### config.mk
export PLATFORM = sky130hd
export DESIGN_NAME = e_box_inv
export DESIGN_NICKNAME = d
export VERILOG_FILES = /design/src/rtl/e_box_inv.sv
export SDC_FILE = /design/constraint.sdc
export NUM_CORES = 1
export LEC_CHECK = 0
export ABC_AREA = 1
export CAP_MARGIN = 20
export CORE_UTILIZATION = 58
export DETAILED_ROUTE_END_ITERATION = 12
export PLACE_DENSITY_LB_ADDON = 0.25
export SYNTH_ARGS = -nofsm -noshare
export SYNTH_HDL_FRONTEND = slang
export SYNTH_SLANG_ARGS = --single-unit
export TNS_END_PERCENT = 10
### constraint.sdc
create_clock -name clk -period 3.9 [get_ports clk]
set_clock_uncertainty 0.05 [all_clocks]
set_input_delay 0.78 -clock clk [delete_from_list [all_inputs] [get_ports clk]]
set_output_delay 0.78 -clock clk [all_outputs]
set_load 0.01 [all_outputs]
### src/rtl/e_box_inv.sv
// e_box_inv: inverse of the DES E expansion.
// Collects eight 6-bit groups of a 48-bit expanded word, recovers the
// 32-bit half-block from the four middle bits of each group, and checks that
// the duplicated edge bits of every group agree with their neighbours.
// A completed block is presented with a valid/ready handshake; while it is
// pending no further groups are accepted.
module e_box_inv (
  input  logic        clk,
  input  logic        rst_n,
  input  logic        in_valid,
  output logic        in_ready,
  input  logic        in_first,
  input  logic [0:5]  in_group,
  output logic        out_valid,
  input  logic        out_ready,
  output logic [0:31] R,
  output logic        out_err,
  output logic [7:0]  err_cnt
);

  // Two-state controller: gathering groups, or holding a finished block.
  localparam logic [0:0] COLLECT = 1'b0;
  localparam logic [0:0] HOLD    = 1'b1;

  localparam logic [2:0] LAST_SLOT = 3'd7;

  logic [0:0]  state_r;
  logic [2:0]  cnt_r;
  logic [0:5]  grp_r [0:6];

  logic        accept_s;
  logic        complete_s;
  logic [2:0]  slot_s;
  logic [0:47] er_s;
  logic [0:31] r_nxt_s;
  logic        err_nxt_s;

  // Pull the four middle bits of every group into the half-block.
  function automatic logic [0:31] er_to_r(input logic [0:47] er);
    logic [0:31] r;
    r = 32'h0000_0000;
    for (int k = 0; k < 8; k++) begin
      r[4*k +: 4] = er[6*k+1 +: 4];
    end
    return r;
  endfunction

  // Edge-bit consistency: bit 0 of group k duplicates bit 4 of group k-1,
  // bit 5 of group k duplicates bit 1 of group k+1 (indices wrap mod 8).
  function automatic logic er_edge_err(input logic [0:47] er);
    logic err;
    int   prv;
    int   nxt;
    err = 1'b0;
    for (int k = 0; k < 8; k++) begin
      prv = (k + 7) % 8;
      nxt = (k + 1) % 8;
      err = err | (er[6*k]     ^ er[6*prv + 4]);
      err = err | (er[6*k + 5] ^ er[6*nxt + 1]);
    end
    return err;
  endfunction

  assign in_ready  = (state_r == COLLECT);
  assign out_valid = (state_r == HOLD);

  // Slot selection and acceptance: in_first always restarts at slot 0,
  // so an in_first group can never be the completing slot-7 group.
  always_comb begin
    accept_s = in_valid && (state_r == COLLECT);
    if (in_first) begin
      slot_s = 3'd0;
    end else begin
      slot_s = cnt_r;
    end
    complete_s = accept_s && (slot_s == LAST_SLOT);
  end

  // Assemble the full expanded word: stored slots 0..6 plus the incoming
  // group, which is slot 7 whenever the block completes this cycle.
  always_comb begin
    er_s = 48'h0000_0000_0000;
    for (int k = 0; k < 7; k++) begin
      er_s[6*k +: 6] = grp_r[k];
    end
    er_s[42 +: 6] = in_group;
    r_nxt_s   = er_to_r(er_s);
    err_nxt_s = er_edge_err(er_s);
  end

  // Controller state and slot counter.
  always_ff @(posedge clk) begin
    if (!rst_n) begin
      state_r <= COLLECT;
      cnt_r   <= 3'd0;
    end else begin
      case (state_r)
        COLLECT: begin
          if (accept_s) begin
            cnt_r <= slot_s + 3'd1;
          end
          if (complete_s) begin
            state_r <= HOLD;
          end
        end
        HOLD: begin
          if (out_ready) begin
            state_r <= COLLECT;
          end
        end
        default: begin
          state_r <= COLLECT;
          cnt_r   <= 3'd0;
        end
      endcase
    end
  end

  // Group storage for slots 0..6; slot 7 is consumed directly from the input.
  always_ff @(posedge clk) begin
    if (!rst_n) begin
      for (int k = 0; k < 7; k++) begin
        grp_r[k] <= 6'b000000;
      end
    end else begin
      for (int k = 0; k < 7; k++) begin
        if (accept_s && (slot_s == 3'(k))) begin
          grp_r[k] <= in_group;
        end
      end
    end
  end

  // Output registers: captured once on completion, held until the next block.
  always_ff @(posedge clk) begin
    if (!rst_n) begin
      R       <= 32'h0000_0000;
      out_err <= 1'b0;
    end else begin
      if (complete_s) begin
        R       <= r_nxt_s;
        out_err <= err_nxt_s;
      end
    end
  end

  // Saturating error counter, stepped together with the rising out_valid.
  always_ff @(posedge clk) begin
    if (!rst_n) begin
      err_cnt <= 8'd0;
    end else begin
      if (complete_s && err_nxt_s && (err_cnt != 8'hFF)) begin
        err_cnt <= err_cnt + 8'd1;
      end
    end
  end

endmodule
-- After elaboration in Yosys (flattened, before gate mapping)
Memory sizes are Yosys's and may differ from the RTL's.
Cells that the tools add are included.
W data, S select, Z words.
- add/sub/neg operators: 2
- equal/unequal tests: 8
- mux-type cells: 33
- bitwise operators: 39
- reduce and logical (&&, ||, !) cells: 13
- operator list (kind ; number):
    $mux W6 ; 7
    $mux W1 ; 24
    $or A1 B1 Y1 ; 22
    $xor A1 B1 Y1 ; 16
    $eq A3 B3 Y1 const B ; 4
    $logic_and A1 B1 Y1 ; 11
    $add A8 B1 Y8 const B ; 1
    $ne A8 B8 Y1 const B ; 1
    $eq A3 B2 Y1 const B ; 2
    $add A3 B1 Y3 const B ; 1
    $eq A3 B1 Y1 const B ; 1
    $logic_not A3 Y1 ; 1
    $mux W3 ; 1
    $pmux W1 S2 ; 1
    $reduce_and A2 Y1 ; 1
    $not A1 Y1 ; 1
- register bits after elaboration: 45
- memory bits (writable): 42
- bits of input ports: 11
- output and inout bits: 43
- word-level logic and storage cells: 101
- memories kept: 1
- memory list (name ; depth ; bits a word ; read ports ; clocked after Yosys merged registers in ; write ports ; RTL line ; text):
    grp_r ; 7 ; 6 ; 7 ; 0 ; 7 ; 29 ; logic [0:5] grp_r [0:6];

-- Longest topological paths before layout
- word-level depth: 18
- gate-level depth with buffers: 12
- mapped depth without buffers: 11

-- Worst setup path before layout
Ideal clock, no wire load.
- path type: input-to-reg
- start: input port in_first
- end: memory grp_r[6][0] (netlist name) (enable)
- setup time: 0.380 ns
- data arrival time: 1.738 ns
- required time: 3.470 ns
- slack: 1.732 ns
- stages on the path: 6
- buffers on the path: 0
- path through: inv_1 -> nand2_1 -> inv_1 -> ha_1 -> inv_1 -> o31ai_1
- RTL lines (element ; RTL line ; text):
    start: declaration ; 12 ; input logic in_first,
    end: declaration ; 29 ;

-- Worst setup path after layout
- start: input port in_first
- end: register R[28] (netlist name)
- cells in the longest elaborated chain, start to end: 3
- RTL lines (element ; RTL line ; text):
    $mux W3 ; 71 ; if (in_first) begin
    $eq A3 B3 Y1 ; 76 ; complete_s = accept_s && (slot_s == LAST_SLOT);
    $logic_and A1 B1 Y1 ; 76 ;
    end signal: assignment ; 141 ; R <= r_nxt_s;
    end: declaration ; 16 ; output logic [0:31] R,
No other way between the ends.
A chain may end at the register's enable or synchronous reset.

==> metrics.txt <==
ys async rst share=0; Core ar.=about 0.0061 mm²; Worst VDD drop=0.269 mV; crit path max fanout=39; Synth Area in XOR/XNOR=0.00469; Seq/Total Area, Yosys=0.579; pin count of the biggest net entering global routing=40; post-route minimum period=2.91 ns; Top cell by count, worst path=ha_1; Routed Antenna Nets=0; area of the multi-input gates=roughly 0.0013 mm²; Final Max Tran Viols=0; starting density of the core=0.616; crit path from=in_first; post-CTS sizing=0; mux share of post-synthesis cell area=0; Final Net Count=roughly 510; DR vias/cell=between 5 and 6; Die Height=between 80 and 90 µm; Slew @ Worst Pin=between 0.6 and 0.7 ns; Worst slew margin=0.582; DRT iter0 DRCs=roughly 190; Leak Pwr=approximately 1.9 nW; Max Freq=roughly 340 MHz; Area Overhead vs Synth=22.0%; CP Launch Type=input pin; Area after DPL=~0.0043 mm²; Yosys cell types=25; Die Footprint=between 0.006 and 0.007 mm²; GPL Wtd Cong=a little under 0.9; number of flops mapped to enable cells by yosys=between 40 and 50; Setup CP Type=input pin to flop; Synth Instances=438; antenna violations before repair=0; worst-path cell chain=clkdlybuf4s50_1 > nor2_1 > ha_1 > ha_1 > nand2_4 > inv_2 > buf_4 > o21ai_0 > a21oi_1; Crit path arrival time=approximately 3.2 ns; final instance area=about 0.0046 mm²; RSZ-0062 raised after global routing=false; clk_lat worst skew=roughly 0.36 ns; 1st-pass router iterations=5; Synth Flop Type=dfxtp_1; root buffer cell=clkbuf_8; die outline width=82.2 µm; Max Root-Sink Buffers=2; Compound-Gate Fraction of Synth Area=0.0838; Worst EP required=roughly 4.1 ns; Post-CTS Setup Bufs=0; Clk pin slew, worst setup/hold paths=about 0.08 ns; total CTS buffers=9; global-route wire length before repair=approximately 13000 µm; Hold WS=about 0.42 ns; R2R Setup Slk=1.46 ns; pwr dens=about 380 mW/mm²; final hold vios=0; Hold Path Depth=2; max_cap viols=0; setup tns final=0 ns; Post-Synth Adder-Cell Area=0.0235; Worst Path Buf+Inv=3; HP Class=flop to flop; R2R cell count=9; Buffers on Ports=53; WL/cell=roughly 14 µm; ANT cells=0; DRC=0; Detail Placement HPWL=5610 µm; Critical Path Stages=9; Setup crit end kind=flop; Period Utilization, post-route=0.747; switching share of power=0.229; clk sinks=87; Final Setup Violations=0; FP Rows=28; Psw=0.000399 W; synth warn=0; CTS tree=built; FF+latch count, synth=87; Crit path largest cell delay=about 0.5 ns; syn nets=between 400 and 500; # hold bufs at CTS=0; Clk pwr share=0.370; main combinational cell family by area after synthesis=simple AND/OR/NAND/NOR gates; Reg power frac=0.571; Layout fillers=around 450; RR Startpoint=cnt_r[0]; Hold Path Origin=R[10]; Total Power=~0.0017 W; Slowest cell on crit path=inv_2; post-synthesis simple-gate area fraction=0.227; Avg Inst Size Synth=about 8.5 µm²; vias in the first global route=approximately 2800; Int Power=0.00134 W; # H-tree levels=3; DR vias=just over 3000; Crit path max-delay family=buffers and inverters; cell area after synthesis=between 0.003 and 0.004 mm²; Layout Utilization=0.751; gr ovfl total=0; total track usage=0.258; Total Wirelength=7930 µm; outcome=completed; Logic pwr share=0.059; register area=0.00216 mm²; I/O pins=54; share of layout cells above drive strength 1=0.0900
==> worst min-delay path, cell delays in order, from the launching register on <==
cell     delay (ns)
dfxtp_1        0.31
nand2_1        0.06
a21oi_1        0.05
==> cell families (layout without fill, tap and decap cells) <==
group	Yosys count	after routing
AO/OA/AOI/OAI	62	62
XOR/XNOR	2	2
adder cells (fa/ha/maj)	7	7
buffers and inverters	76	138
flip-flops	87	87
AND/OR/NAND/NOR	204	204
==> power by group through the flow <==
stage                     Clock [W]  Sequential (W)  Combinational, W
after floorplan                   0         0.00101         0.0000621
after global placement            0         0.00101         0.0000968
after detailed placement          0         0.00102          0.000101
after CTS                  0.000657        0.000994          0.000102
after global routing       0.000693        0.000997          0.000114
final                      0.000645        0.000994          0.000103
==> stage by stage <==
| stage | setup slack, ns | instances |
|---|---|---|
| final | 0.987 | 575 |
| after global routing | 0.780 | 575 |
| after CTS | 1.02 | 575 |
| after detailed placement | 0.630 | 559 |
| after global placement | 0.788 | 559 |
| after floorplan | 1.73 | 438 |
==> path summary, 6_finish.rpt <==
kind	to
hold / removal	R[10]
hold reg to reg	R[10]
setup / recovery	R[28]
setup reg to reg	R[28]
==> cells in the final DEF, fill, tap and decap left out, types with 8 or more instances in the layout <==
master / n
a21oi_1: 39
buf_4: 8
clkbuf_8: 10
clkdlybuf4s50_1: 53
dfxtp_1: 45
edfxtp_1: 42
inv_1: 51
inv_2: 10
nand2_1: 113
nand4_1: 9
nor2_1: 61
o21ai_0: 22
==> final cells by class <==
class / instances / share of cell area
flip-flops and latches: 87 / 0.475
multi-input cells: 275 / 0.278
repair buffers: 61 / 0.130
inverters: 61 / 0.0503
clock buffers: 13 / 0.0421
well taps: 75 / 0.0206
clock inverters: 3 / 0.00440
==> registers in the layout, summed over array words and instances (netlist names) <==
name	count
out_err	1
out_valid	1
cnt_r	3
err_cnt	8
R	32
grp_r	42
==> cells in the mapped netlist, drive strengths merged (2+ instances only) <==
| cell | n | area (µm²) |
|---|---|---|
| nand4 | 10 | 68.8 |
| dfxtp | 45 | 901 |
| inv | 61 | 229 |
| nand2 | 117 | 454 |
| ha | 7 | 87.6 |
| nor2 | 65 | 254 |
| clkbuf | 5 | 18.8 |
| nand3 | 8 | 45.0 |
| a21oi | 39 | 195 |
| edfxtp | 42 | 1260 |
| o21ai | 22 | 110 |
| or2 | 2 | 12.5 |
| buf | 10 | 56.3 |
==> layer usage <==
metal / GRT usage / wire length, µm / up-vias
li1: - / - / 1507
met1: 0.320 / 3270 / 1391
met2: 0.412 / 3790 / 120
met3: 0.0659 / 617 / 26
met4: 0.139 / 257 / 0
met5: 0 / 0 / -
No activity file was read; power rests on OpenSTA's default activity.
